--- config.mk ---
export PLATFORM = sky130hd
export DESIGN_NAME = shift_rows_pipe
export DESIGN_NICKNAME = d
export VERILOG_FILES = /design/src/rtl/aes_pkg.sv /design/src/rtl/shift_rows_perm.sv /design/src/rtl/shift_rows_pipe.sv
export SDC_FILE = /design/constraint.sdc
export NUM_CORES = 1
export LEC_CHECK = 0
export ABC_CLOCK_PERIOD_IN_PS = 2310
export CAP_MARGIN = 30
export CORE_MARGIN = 5
export CORE_UTILIZATION = 55
export CTS_BUF_LIST = sky130_fd_sc_hd__clkbuf_16
export DETAILED_ROUTE_END_ITERATION = 7
export GPL_TIMING_DRIVEN = 1
export PLACE_DENSITY = 0.84
export SLEW_MARGIN = 15
export SYNTH_ARGS = -nofsm -noshare
export SYNTH_HDL_FRONTEND = slang
export SYNTH_SLANG_ARGS = --single-unit
--- constraint.sdc ---
create_clock -name clk -period 2.31 [get_ports clk]
set_input_delay 0.5775 -clock clk [delete_from_list [all_inputs] [get_ports clk]]
set_output_delay 0.5775 -clock clk [all_outputs]
set_load 0.05 [all_outputs]
--- src/rtl/aes_pkg.sv ---
// Shared AES datapath helpers: byte type and ShiftRows geometry (row offsets, byte slicing, legal NB).
package aes_pkg;

   typedef logic [7:0] aes_byte_t;

   localparam int unsigned ROWS = 4;

   // Rijndael row rotation; the 256-bit block uses 0,1,3,4 instead of 0,1,2,3
   function automatic int unsigned shift_off(input int unsigned nb, input int unsigned r);
      if (nb == 8 && r >= 2) return r + 1;
      return r;
   endfunction

   // Column-major byte number of state[r][c]; byte 0 sits at the MSB of the word
   function automatic int unsigned byte_idx(input int unsigned r, input int unsigned c);
      return ROWS * c + r;
   endfunction

   function automatic bit nb_legal(input int unsigned nb);
      return (nb == 4) || (nb == 6) || (nb == 8);
   endfunction

endpackage

--- src/rtl/shift_rows_perm.sv ---
// Pure-wiring ShiftRows (INV=0) or InvShiftRows (INV=1) permutation over 4*NB elements of EW bits.
// MSB0 selects whether element 0 sits at the MSB (data bytes) or at bit 0 (parity bits).
module shift_rows_perm
   import aes_pkg::*;
#(
   parameter int unsigned  NB   = 4,
   parameter bit           INV  = 1'b0,
   parameter int unsigned  EW   = 8,
   parameter bit           MSB0 = 1'b1,
   localparam int unsigned T    = ROWS * NB * EW
) (
   input  logic [T-1:0] i_data,
   output logic [T-1:0] o_data
);

   for (genvar r = 0; r < ROWS; r++) begin : g_row
      for (genvar c = 0; c < NB; c++) begin : g_col
         localparam int unsigned S   = shift_off(NB, r);
         localparam int unsigned SRC = INV ? (c + NB - S) % NB : (c + S) % NB;
         localparam int unsigned KO  = byte_idx(r, c);
         localparam int unsigned KI  = byte_idx(r, SRC);
         localparam int unsigned PO  = MSB0 ? (T - 1 - EW * KO) : (EW * KO + EW - 1);
         localparam int unsigned PI  = MSB0 ? (T - 1 - EW * KI) : (EW * KI + EW - 1);
         assign o_data[PO -: EW] = i_data[PI -: EW];
      end
   end

endmodule

--- src/rtl/shift_rows_pipe.sv ---
// Registered ShiftRows/InvShiftRows stage with valid/ready and a 2-entry skid (M + S).
// Optional parity passthrough and sticky error flag under `define SHIFT_ROWS_PARITY_EN.
module shift_rows_pipe
   import aes_pkg::*;
#(
   parameter int unsigned  NB     = 4,
   localparam int unsigned W      = 32 * NB,
   localparam int unsigned NBYTES = ROWS * NB
) (
   input  logic              clk,
   input  logic              reset,
   input  logic              in_valid,
   output logic              in_ready,
   input  logic              in_inv,
   input  logic [W-1:0]      dataIn,
`ifdef SHIFT_ROWS_PARITY_EN
   input  logic [NBYTES-1:0] in_par,
   output logic [NBYTES-1:0] out_par,
   output logic              par_err,
`endif
   output logic              out_valid,
   input  logic              out_ready,
   output logic [W-1:0]      dataOut,
   output logic              out_inv
);

   if (!nb_legal(NB)) begin : g_bad_nb
      $error("shift_rows_pipe: NB must be 4, 6 or 8");
   end

   // Payload held in M/S: {parity (optional), inv, permuted data}
`ifdef SHIFT_ROWS_PARITY_EN
   localparam int unsigned PW = W + 1 + NBYTES;
`else
   localparam int unsigned PW = W + 1;
`endif

   logic [W-1:0]  w_fwd;
   logic [W-1:0]  w_inv;
   logic [PW-1:0] w_pay_in;

   logic          r_m_valid;
   logic          r_s_valid;
   logic          r_in_ready;
   logic [PW-1:0] r_m_pay;
   logic [PW-1:0] r_s_pay;

   logic          w_m_valid_nx;
   logic          w_s_valid_nx;
   logic [PW-1:0] w_m_pay_nx;
   logic [PW-1:0] w_s_pay_nx;
   logic          w_in_fire;
   logic          w_out_fire;

   shift_rows_perm #(.NB(NB), .INV(1'b0)) u_perm_fwd (.i_data(dataIn), .o_data(w_fwd));
   shift_rows_perm #(.NB(NB), .INV(1'b1)) u_perm_inv (.i_data(dataIn), .o_data(w_inv));

`ifdef SHIFT_ROWS_PARITY_EN
   logic [NBYTES-1:0] w_par_fwd;
   logic [NBYTES-1:0] w_par_inv;
   logic [NBYTES-1:0] w_par_bad;
   logic              r_par_err;

   shift_rows_perm #(.NB(NB), .INV(1'b0), .EW(1), .MSB0(1'b0)) u_par_fwd (.i_data(in_par), .o_data(w_par_fwd));
   shift_rows_perm #(.NB(NB), .INV(1'b1), .EW(1), .MSB0(1'b0)) u_par_inv (.i_data(in_par), .o_data(w_par_inv));

   // Odd parity: a byte is bad when its parity bit equals the XOR of its data bits
   for (genvar k = 0; k < NBYTES; k++) begin : g_par
      aes_byte_t w_b;
      assign w_b          = dataIn[W-1-8*k -: 8];
      assign w_par_bad[k] = in_par[k] ~^ (^w_b);
   end

   assign w_pay_in = {(in_inv ? w_par_inv : w_par_fwd), in_inv, (in_inv ? w_inv : w_fwd)};
   assign out_par  = r_m_pay[PW-1 -: NBYTES];
   assign par_err  = r_par_err;

   always_ff @(posedge clk) begin
      if (reset) r_par_err <= 1'b0;
      else if (w_in_fire && (|w_par_bad)) r_par_err <= 1'b1;
   end
`else
   assign w_pay_in = {in_inv, (in_inv ? w_inv : w_fwd)};
`endif

   assign w_in_fire  = in_valid && r_in_ready;
   assign w_out_fire = r_m_valid && out_ready;

   // Next-state for the M/S skid pair
   always_comb begin
      w_m_valid_nx = r_m_valid;
      w_s_valid_nx = r_s_valid;
      w_m_pay_nx   = r_m_pay;
      w_s_pay_nx   = r_s_pay;
      if (r_s_valid) begin
         if (w_out_fire) begin
            w_m_pay_nx   = r_s_pay;
            w_s_valid_nx = 1'b0;
         end
      end else if (!r_m_valid || w_out_fire) begin
         w_m_valid_nx = w_in_fire;
         if (w_in_fire) w_m_pay_nx = w_pay_in;
      end else if (w_in_fire) begin
         w_s_valid_nx = 1'b1;
         w_s_pay_nx   = w_pay_in;
      end
   end

   always_ff @(posedge clk) begin
      if (reset) begin
         r_m_valid  <= 1'b0;
         r_s_valid  <= 1'b0;
         r_in_ready <= 1'b1;
         r_m_pay    <= '0;
         r_s_pay    <= '0;
      end else begin
         r_m_valid  <= w_m_valid_nx;
         r_s_valid  <= w_s_valid_nx;
         r_in_ready <= !w_s_valid_nx;
         r_m_pay    <= w_m_pay_nx;
         r_s_pay    <= w_s_pay_nx;
      end
   end

   assign in_ready  = r_in_ready;
   assign out_valid = r_m_valid;
   assign dataOut   = r_m_pay[W-1:0];
   assign out_inv   = r_m_pay[W];

endmodule

; ---- After elaboration in Yosys (flattened, before gate mapping)
; Cells that the tools add are included.
; Widths: inputs -> output; s select.
[classes]
bitwise = 2
muxes = 9
eq_ne = 1
reduce_logical = 10
[ops]
columns = operator, n
row1 = $mux 129, 4
row2 = $mux 120, 1
row3 = $reduce_and 3->1, 2
row4 = $mux 1, 4
row5 = $reduce_bool 2->1, 2
row6 = $logic_and 1x1->1, 2
row7 = $logic_not 1->1, 2
row8 = $ne 2x1->1 const B, 1
row9 = $not 1->1, 2
row10 = $reduce_and 2->1, 1
row11 = $logic_or 1x1->1, 1
[word_totals]
wordCells = 27
input_bits = 133
output_inout_bits = 131
ff_bits = 261

; ---- Depth between registers and ports, before layout
; Gate-level depths: netlist of run 1.
[depth]
ltp_word = 5
ltp_mapped = 6
ltp_nobuf = 3

; ---- Modules after synthesis
; Synthesis of run 1 repeated with hierarchy kept, for this count alone.
[hier_totals]
hier_cells = 1438
hier_area_um2 = 13186.4
[by_module_without_submodules]
columns = module, area_per_inst_um2, cells_each, n_inst, seq_area_each_um2
row1 = shift_rows_pipe, 11264.6, 1182, 1, 5225.0
row2 = shift_rows_perm, 960.9, 128, 2, 0.0

; ---- Worst setup path before layout of run 1
; Ideal clock, no wire load.
[synth_timing]
path_type = flip-flop to flip-flop
from = register r_m_valid, in the netlist out_valid
to = register r_m_pay[103]
synth_period_minus_slack_ns = 1.665
t_arrival_ns = 1.543
setup_ns = 0.122
required_ns = 2.188
path_buffers = 2
slack_ns = 0.645
path_stages_with_launch = 6
cell_sequence = dfxtp_1 nand2b_2 and3_4 buf_2 buf_4 o22ai_1
[synth_via]
elab_chain_len = 4
word_cells_on_any_way = 6
classes_between = 1 x eq/ne / 5 x reduce/logical
[synth_lines]
columns = item, line_no
row1 = "start, declared", shift_rows_pipe.sv:42  ; logic r_m_valid;
row2 = "start signal, assigned", shift_rows_pipe.sv:117  ; r_m_valid <= w_m_valid_nx;
row3 = $logic_not 1->1 or $logic_and 1x1->1 (tied branches), "shift_rows_pipe.sv:100, shift_rows_pipe.sv:87"
row4 = $logic_or 1x1->1, shift_rows_pipe.sv:100  ; end else if (!r_m_valid || w_out_fire) begin
row5 = $reduce_bool 2->1 (no source line), n/a
row6 = $reduce_and 3->1 (no source line) *, n/a
row7 = "end signal, assigned", shift_rows_pipe.sv:120  ; r_m_pay <= w_m_pay_nx;
row8 = "end, declared", shift_rows_pipe.sv:45  ; logic [PW-1:0] r_m_pay;
; Mark *: on every way between the ends. The rest lies on a longest branch, timed or not.
; A chain may end at the register's enable or synchronous reset.

; ---- Worst setup path in the final report of run 1
[layout_timing]
from = register r_m_pay[108]
to = output dataOut[108]
[layout_rtl]
columns = item, line_no
row1 = "end, declared", shift_rows_pipe.sv:23  ; output logic [W-1:0] dataOut,
; No word-level cell between the ends.

==> results.toml, run 1 <==
[run_status]
status = "complete, no violations"

[floorplan]
initial_utilization = 0.563
ios = 264
core_um2 = 21200
dieArea_um2 = 24700
fp-row-count = 53
die_w_um = 157
die_h_um = 157

[placement]
place_area_um2 = 14600
dpl_worst_slack_ns = 0.107
port_buffers = 263
hpwl_um = 22200
dp.cells = 1687
globalplace.congestion = 0.842

[setup_path]
cp-startpoint = "r_m_pay[108]"
path_depth = 1
cp-start-kind = "flip-flop"
critical_path_buf_inv_count = 1
cp.arrival_ns = 1.71
cp.required_ns = 1.73
cp_top_family = "buffers and inverters"
crit_fanout = 2
path_class = "reg -> out"
cp_cell_sequence = "clkdlybuf4s50_1"
cpPeakStageDelay_ns = 0.82
r2r-start = "r_s_valid"
r2r_cells = 4
rr_endpoint = "r_m_pay[65]"
reg2reg_setup_slack_ns = 0.60
cp-endpoint = "dataOut[108]"
critPathSlowestCell = "clkdlybuf4s50_1"
end_kind = "output pin"

[yosys]
synth-seq-cells = 261
ys_top_cells_by_area = "dfxtp_1 44%, mux2i_1 11%, a21oi_1 5.5%"
synth_edf_count = 0
yosysUniqueCellTypes = 30
syn_area_per_cell_um2 = 9.44
netlist.area_leader.share = 0.438
async_reset_ff_frac = 0
netlist_area_um2 = 11900
yosysWarningCount = 0
seq_area_frac_synth = 0.438
yosys.area.top_type = "dfxtp_1"
mappedNetlistNets = 1396
synth_cells = 1263
yosys_most_used_dff = "dfxtp_1"

[routing]
drtIter0Drc = 791
drt-wirelength-per-cell_um = 20.9
drt_pass1_iterations = 7
via_per_inst = 6.23
drc_errors = 0
vias = 10800
wirelength_um = 36300
detail-route-antenna-nets = 0

[global_route]
grt_use_total = 0.276
grt_pass1_wl_um = 56400
grt-ovfl-total = 0
antenna_found_initial = 5
grt_max_degree = 99
grt_pass1_vias = 10700

[power_and_ir_drop]
power.switching_mw = 4.04
powerDensity_nw_per_um2 = 801
sw_frac_of_total = 0.325
seq_power_share = 0.405
intPower_mw = 8.39
clock_power_share = 0.328
ir_worst_vdd_uv = 449
p_comb_frac = 0.267
leakage_nw = 5.72
power_mw = 12.4

[timing]
setup_ws_ns = 0.0253
fmax_ghz = 0.438
rsz0062_at_grt = "false"
min_period_ns = 2.28
whs_ns = 0.469
period_share = 0.989
slew_violations = 0
setup_violations = 0
finClkSkew_ns = 0.0111
tns_ns = 0
relSlewSlack = 0.602
tightest_slew_ns = 0.599
finalHoldViolations = 0

[cts]
cts_buffers = 26
root_buffer = "clkbuf_16"
cts.sinks = 261
clk_path_buf_depth = 3
hold_buffers = 0
insertion_delay_ns = 0.52
cts_tree = "built"
h-tree-depth = 1
path_clk_slew_ns = 0.06

[finish]
fin_cells = 1740
finish.utilization = 0.733
drive_above_1_share = 0.134
nets = 1573
nFillCells = 1491
area_delta_synth_final_pct = 30.1
final_area_um2 = 15500

[run]
cap_viol_max_count = 0

[hold_path]
min_delay_path_depth = 2
holdCritPathClass = "reg -> reg"
-- routing by layer --
| metal | vias to the layer above | wire (µm) | global-route usage |
|---|---|---|---|
| li1 | 5044 | - | - |
| met1 | 5208 | 14500 | 0.366 |
| met2 | 519 | 17800 | 0.455 |
| met3 | 73 | 2890 | 0.0456 |
| met4 | 0 | 1120 | 0.103 |
| met5 | - | 0 | 0 |
-- Yosys cell counts (all sizes together) (2+ instances only) --
cell type and instances:
a211oi 73, a21oi 130, a31oi 66, buf 107
clkbuf 41, dfxtp 261, inv 3, mux2 56
mux2i 129, nand2 72, nand2b 2, nand3 65
nor3 112, o21a 8, o21ai 66, o22ai 64
-- how the worst min path moves through the flow --
stage,startpoint,to,slack [ns]
2_1_floorplan,r_s_pay[104],r_s_pay[104],0.45
3_3_place_gp,r_m_pay[117],r_m_pay[117],0.45
3_5_place_dp,r_m_pay[39],r_m_pay[39],0.46
4_1_cts,r_m_pay[101],r_m_pay[101],0.47
5_1_grt,r_s_pay[9],r_s_pay[9],0.49
6_report,r_m_pay[101],r_m_pay[101],0.47
-- power groups by stage --
stage	sequential [mW]	clock, mW	combinational, mW
2_1_floorplan	5.96	0	1.35
3_3_place_gp	5.12	0	3.27
3_5_place_dp	5.13	0	3.32
4_1_cts	5.04	4.10	3.32
5_1_grt	5.07	4.31	3.49
6_report	5.04	4.07	3.32
-- state kept, by name, indices dropped and copies added (netlist names) --
| register | count |
|---|---|
| r_s_valid | 1 |
| r_m_pay | 129 |
| out_valid | 1 |
| in_ready | 1 |
| r_s_pay | 129 |
-- cell type report --
| class | instances | area [µm²] | area share |
|---|---|---|---|
| diodes | 6 | 15.0 | 0.000968 |
| clock buffers | 27 | 676 | 0.0436 |
| clock inverters | 20 | 138 | 0.00887 |
| inverters | 3 | 11.3 | 0.000726 |
| multi-input cells | 851 | 5880 | 0.379 |
| flip-flops and latches | 261 | 5230 | 0.337 |
| well taps | 275 | 344 | 0.0222 |
| repair buffers | 297 | 3220 | 0.208 |
-- cell usage in the layout (no fill, tap or decap), types with 2 or more instances in the layout --
master           instances
o21a_1                   8
dfxtp_1                260
dlygate4sd2_1           10
bufinv_16                2
mux2_2                  56
buf_4                   17
diode_2                  6
o21ai_0                 66
nor3_1                 112
clkbuf_16               27
o22ai_1                 58
dlymetal6s2s_1          39
inv_1                    5
nand2_1                 72
a31oi_1                 66
mux2i_1                129
clkinv_2                 8
a21oi_1                130
a211oi_1                27
o22ai_2                  6
nand3_1                 65
buf_12                  21
clkdlybuf4s50_1        208
a211oi_2                46
clkinv_1                 7
-- kinds of logic after synthesis --
family                 count (synthesis)  synth area share
AO/OA/AOI/OAI                        409             0.226
flip-flops                           261             0.438
AND/OR/NAND/NOR                      257             0.104
multiplexers                         185             0.161
buffers and inverters                151            0.0700
-- repair_timing --
item                                    4_1_cts  5_1_grt
endpoints found under the hold margin         0        0
resized for setup                            10       39
gates cloned                                  0        0
endpoints found under the setup margin       10       39
setup buffers                                 0        0
Power figures use the tool's default switching activity.
==> inputs of run 2 (changes only) <==
HOLD_SLACK_MARGIN = 0.06   (was unset)
SETUP_SLACK_MARGIN = 0.05   (was unset)
==> results.toml, run 2 (synthesis results as in run 1) <==
[run_status]
status = "complete, no violations"

[cts]
cts_buffers = 26
clk_path_buf_depth = 3
insertion_delay_ns = 0.52
cts_tree = "built"
root_buffer = "clkbuf_16"
cts.sinks = 261
h-tree-depth = 1
path_clk_slew_ns = 0.06
hold_buffers = 0

[hold_path]
hold_start = "r_m_pay[101]"
min_delay_path_depth = 2
holdCritPathClass = "reg -> reg"
holdPathEnd = "r_m_pay[101]"

[power_and_ir_drop]
powerDensity_nw_per_um2 = 800
power.switching_mw = 4.03
p_comb_frac = 0.261
ir_worst_vdd_uv = 451
seq_power_share = 0.409
intPower_mw = 8.28
sw_frac_of_total = 0.327
clock_power_share = 0.330
leakage_nw = 5.93

[global_route]
grt-ovfl-total = 0
met1_usage = 0.367
grt.met3_usage = 0.0462
busiest_layer = "met2"
antenna_found_initial = 5
grt_max_degree = 99
grt_pass1_wl_um = 56400
grtUsageMet2 = 0.453
grt_use_total = 0.276
grt_pass1_vias = 10700

[setup_path]
reg2reg_setup_slack_ns = 0.60
crit_fanout = 2
cp.required_ns = 1.73
end_kind = "output pin"
cp.arrival_ns = 1.65
r2r_cells = 4
critical_path_buf_inv_count = 1
r2r-start = "r_s_valid"
cpPeakStageDelay_ns = 0.81
cp_top_family = "buffers and inverters"
cp-start-kind = "flip-flop"
path_depth = 1
path_class = "reg -> out"
cp_cell_sequence = "clkdlybuf4s50_1"
critPathSlowestCell = "clkdlybuf4s50_1"
rr_endpoint = "r_m_pay[65]"

[finish]
mostFrequentLayoutCell = "dfxtp_1"
largestRegisters = "r_m_pay: 129 flops, r_s_pay: 129 flops"
multi_input_comb_area_um2 = 5880
finish.utilization = 0.728
area_delta_synth_final_pct = 29.2
nFillCells = 1536
drive_above_1_share = 0.134
nets = 1573
seqCellArea_um2 = 5230
fin_cells = 1740
final_cell_mix = "260 x dfxtp_1, 132 x clkdlybuf4s50_1, 130 x a21oi_1"

[timing]
tightest_slew_ns = 0.601
period_share = 0.963
rsz0062_at_grt = "false"
slew_violations = 0
relSlewSlack = 0.601
setup_violations = 0
finalHoldViolations = 0
tns_ns = 0
fmax_ghz = 0.450
finClkSkew_ns = 0.0104
min_period_ns = 2.22

[run]
cap_viol_max_count = 0

[floorplan]
dieArea_um2 = 24700
initial_utilization = 0.563
core_um2 = 21200
die_h_um = 157
fp-row-count = 53
ios = 264
die_w_um = 157

[routing]
drc_errors = 0
via_per_inst = 6.27
vias = 10900
drtIter0Drc = 814
drt_pass1_iterations = 5
detail-route-antenna-nets = 0
drt-wirelength-per-cell_um = 20.9
wirelength_um = 36400

[placement]
hpwl_um = 22200
port_buffers = 263
globalplace.congestion = 0.842
dp.cells = 1687
[run 2: cell count changes in the layout (fill, tap and decap cells not counted)]
cell             previous run  this run
clkdlybuf4s50_1           208       132
dlymetal6s2s_1             39        34
dlygate4sd2_1              10        91
[run 2: per-layer routing]
metal,wire (µm),up-vias
met1,14700,5243
met3,3060,75
li1,-,5045
met2,17500,544
met5,0,-
met4,1140,0
[run 2: worst reg2reg max path, cell delays in order (launching register included)]
cell and delay (ns):
dfxtp_4 0.55, a21o_4 0.22, nand4_4 0.35, buf_12 0.30
o22ai_1 0.20
[run 2: power by group through the flow]
stage	sequential (mW)	clock, mW	combinational (mW)
floorplan	5.96	0	1.35
finish	5.03	4.06	3.22
detailed placement	5.13	0	3.32
global route	5.07	4.31	3.38
CTS	5.03	4.10	3.21
global placement	5.12	0	3.27
[run 2: cell type report]
cell class | instances | area share
well taps | 275 | 0.0223
diodes | 6 | 0.000975
clock buffers | 27 | 0.0439
repair buffers | 297 | 0.202
clock inverters | 20 | 0.00894
multi-input cells | 851 | 0.382
inverters | 3 | 0.000731
flip-flops and latches | 261 | 0.340
[run 2: per-stage QoR]
step                      worst slack (ns)  power [mW]  hold WS [ns]  area [µm²]
after CTS                           0.0503        12.4         0.470       15300
after global placement               0.159        8.39         0.454       14600
after detailed placement             0.107        8.45         0.460       14600
after global routing                0.0488        12.8         0.492       15400
after floorplan                      0.645        7.30         0.454       11900
final                               0.0858        12.3         0.468       15400
[run 2: what timing repair did]
item,in CTS,in global routing
setup buffers,0,0
endpoints found under the setup margin,91,34
resized for setup,91,34
endpoints found under the hold margin,0,0
[run 2: worst max path at each step]
stage,endpoint,slack [ns],from
2_1_floorplan,r_m_pay[103],0.65,out_valid
3_3_place_gp,r_m_pay[34],0.16,in_valid
3_5_place_dp,r_s_pay[20],0.11,in_valid
4_1_cts,dataOut[89],0.05,r_m_pay[89]
5_1_grt,dataOut[42],0.05,r_m_pay[42]
6_report,dataOut[42],0.09,r_m_pay[42]
==> edit 1 (settings of run 2) <==
The option `SHIFT_ROWS_PARITY_EN` is turned on by a define.
--- a/src/rtl/shift_rows_pipe.sv
+++ b/src/rtl/shift_rows_pipe.sv
@@ -2,2 +2,4 @@
 // Optional parity passthrough and sticky error flag under `define SHIFT_ROWS_PARITY_EN.
+`define SHIFT_ROWS_PARITY_EN
+
 module shift_rows_pipe
Ports: changed (added in_par, out_par and par_err); port bits go from 264 to 297. The function was not compared with the original's and may differ.
==> edit 1 against run 2 <==
Power grew 19%; setup slack gained 70 ps; count of clock-buffer cells in the layout grew 4; wire length grew 8.9%; highest routed layer is now met5; design area grew 20%; sequential cell count grew 33; synthesized area grew 12%; non-clock buffer count grew 145; critical endpoint is now par_err; clock power grew 24%.
==> edit 1: results (changes against run 2) <==
| Metric | Value |
|---|---|
| Critical Path Sink | par_err |
| Vias in the first global route | 12,410 (+16%) |
| Status | complete, no violations |
| Rel. slew slack | 47.74% (-12 points) |
| Synth Area in XOR/XNOR | 8.990% (+9.0 points) |
| Setup Skew | 9.413 ps (-1.022 ps) |
| Ant diodes | 0 (-6) |
| Worst ir drop on vdd | 0.6916 mV (+53%) |
| Multi-input gate count | 1,146 (+35%) |
| Top flop regs | r_m_pay: 145 flops, r_s_pay: 145 flops |
| Initial antenna violation count | 2 (-3) |
| Non-clk bufs | 442 (+49%) |
| Starting DRT DRC Count | 881 (+8.2%) |
| Area of the multi-input gates | 6899 um^2 (+17%) |
| Clk_lat worst skew | 540 ps (+20 ps) |
| Compound-Gate Fraction of Synth Area | 16.72% (-5.9 points) |
| Min-delay src | r_m_pay[6] |
| Worst path arrival time | 2570 ps (+920 ps) |
| Nets | 2,067 (+31%) |
| Syn nets | 1,721 (+23%) |
| Share of cells above drive strength 1 | 10.77% (-2.7 points) |
| Detailed Place HPWL | 28,000 um (+26%) |
| Worst r2r path cells | 3 (-1) |
| Top cells by area, synth | dfxtp_1, mux2i_1, nand2_1, a211oi_1, a21oi_1 |
| R2R setup slack | 560 ps (-40 ps) |
| Vias per cell | 5.513 (-12%) |
| FF+latch count, synth | 294 (+13%) |
| First-pass GRT wire length | 64,300 um (+14%) |
| Seq/total area | 31.99% (-2.0 points) |
| P_int | 9.903 mW (+20%) |
| Crit path largest cell delay | 490 ps (-320 ps) |
| Clk tree area frac | 5.546% (+0.27 points) |
| GRT Total Usage | 27.62% (+0.029 points) |
| Largest net degree at the start of global routing | 97 (-2.0%) |
| FF-to-FF End | r_m_pay[139] |
| Mux contribution to synthesized area | 10.86% (-5.3 points) |
| Cts repair resizes | 143 (+57%) |
| Synth unique cells | 23 (-23%) |
| GP Congestion | 0.8889 (+5.5%) |
==> edit 1: power by group through the flow <==
stage	clock, mW	sequential (mW)	combinational (mW)
global placement	0	5.73	4.01
finish	5.02	5.63	3.94
floorplan	0	6.68	1.50
detailed placement	0	5.75	4.08
global route	5.30	5.68	4.18
CTS	5.09	5.63	3.93
==> edit 1: tightest hold or removal path: cells and delay by family (launching register included) <==
kind,cells,cell delay [ps]
flip-flops,1,310
AO/OA/AOI/OAI,1,50
AND/OR/NAND/NOR,1,50
==> edit 1: stage by stage <==
step | instances | utilization (%) | instance area, um^2
2_1_floorplan | 1572 | - | 13360
3_3_place_gp | 2209 | 72.75 | 17540
3_5_place_dp | 2209 | 72.75 | 17540
4_1_cts | 2264 | 76.27 | 18390
5_1_grt | 2264 | 76.36 | 18410
6_report | 2264 | 76.36 | 18410
==> edit 1: layer usage <==
layer	share of wire [%]	track usage (%)
met4	3.0	7.712
met2	49	47.82
met1	41	33.94
met3	7.3	7.546
met5	0.053	0
==> edit 2 (settings of run 2) <==
Made on the original files. Change the parameter `INV` from 1'b1 to 1'b0.
--- a/src/rtl/shift_rows_pipe.sv
+++ b/src/rtl/shift_rows_pipe.sv
@@ -55,3 +55,3 @@
    shift_rows_perm #(.NB(NB), .INV(1'b0)) u_perm_fwd (.i_data(dataIn), .o_data(w_fwd));
-   shift_rows_perm #(.NB(NB), .INV(1'b1)) u_perm_inv (.i_data(dataIn), .o_data(w_inv));
+   shift_rows_perm #(.NB(NB), .INV(1'b0)) u_perm_inv (.i_data(dataIn), .o_data(w_inv));
 
Formal check against the unedited RTL: not equivalent (Yosys sat finds a counterexample within 4 cycles, from zero or initial values and one cycle with reset high).
==> edit 2 against run 2 <==
Synthesized area grew 6.1%; design area rose by 7.6%; clock power fell by 3%; die area increased by 5.7%; sequential cell count stayed put; setup slack better by 0.88 ps; count of clock-buffer cells in the layout grew 1; power decreased by 5.5%; clock skew is 1.9 ps lower; wire length decreased by 5.5%; largest power group unchanged.
==> edit 2: results (changes against run 2) <==
| Metric | Value |
|---|---|
| Status | complete, no violations |
| Max layer used | met5 |
| Dpl ws | -104.4 ps (-211.0 ps) |
| Cell Rows | 55 (+3.8%) |
| Rel. slew slack | 57.94% (-2.2 points) |
| FF+latch count | 261 (unchanged) |
| Share of cells above drive strength 1 | 16.68% (+3.2 points) |
| Wl on met1 | 14,810 um (+0.89%) |
| Top post-synthesis cells by count | dfxtp_1, a21oi_1 |
| GRT Total Usage | 24.67% (-2.9 points) |
| Met3 WL | 2018 um (-34%) |
| First-pass GRT wire length | 54,810 um (-2.8%) |
| Sequential-to-total area share from yosys stat | 41.31% (-2.5 points) |
| Setup Skew | 8.519 ps (-1.916 ps) |
| Inserted Clock Buffers | 27 (+3.8%) |
| DR WL/cell | 18.48 um (-12%) |
| Placed cells | 1,814 (+7.5%) |
| Placed cell areas | 15,870 um^2 (+8.7%) |
| Final worst path period share | 96.25% (about the same) |
| Nets | 1,691 (+7.5%) |
| Fraction of area in multi-input gates | 39.49% (+1.3 points) |
| Cts repair resizes | 109 (+20%) |
| Clk tree area frac | 4.773% (-0.51 points) |
| Ant diodes | 1 (-5) |
| Top cells by area, synth | dfxtp_1, a21oi_1, a21bo_2, mux2i_1, o31ai_1 |
| Cell Pwr Density | 702.2 nW/um^2 (-12%) |
| Starting DRT DRC Count | 804 (-1.2%) |
| Non-clk bufs | 355 (+20%) |
| Clock buf count | 28 (+3.7%) |
| Synth unique cells | 19 (-37%) |
| Final WL | 34,430 um (-5.5%) |
| Worst ir drop on vdd | 0.4921 mV (+9.2%) |
| Vias in the first global route | 10,740 (+0.51%) |
| Syn nets | 1,493 (+6.9%) |
| Initial antenna violation count | 3 (-2) |
| Detailed Place HPWL | 22,320 um (+0.54%) |
| Hold slack final | 460.8 ps (-6.865 ps) |
| Vias per cell | 6.142 (-2.0%) |
## edit 2: final timing paths
| path | start | endpoint | cells after the start |
|---|---|---|---|
| max | r_m_pay[40] | dataOut[40] | 1 |
| max reg2reg | out_valid | r_s_pay[128] | 5 |
| min reg2reg | r_m_pay[114] | r_m_pay[114] | 2 |
| min | r_m_pay[114] | r_m_pay[114] | 2 |
## edit 2: logic make-up after synthesis
kind of cell | synth area share (%)
multiplexers | 10.21
buffers and inverters | 7.044
AO/OA/AOI/OAI | 28.30
AND/OR/NAND/NOR | 13.13
flip-flops | 41.31
## edit 2: per-layer routing
layer	vias up	GRT usage, %
met5	-	0
met4	2	10.03
met3	85	3.572
met2	356	39.85
met1	5428	33.35
li1	5571	-
## edit 2: where the power goes
part | internal [mW] | leakage, nW | switching [mW]
logic | 1.07 | 4.20 | 1.72
registers | 4.76 | 2.13 | 0.139
clock network | 2.17 | 0.398 | 1.77
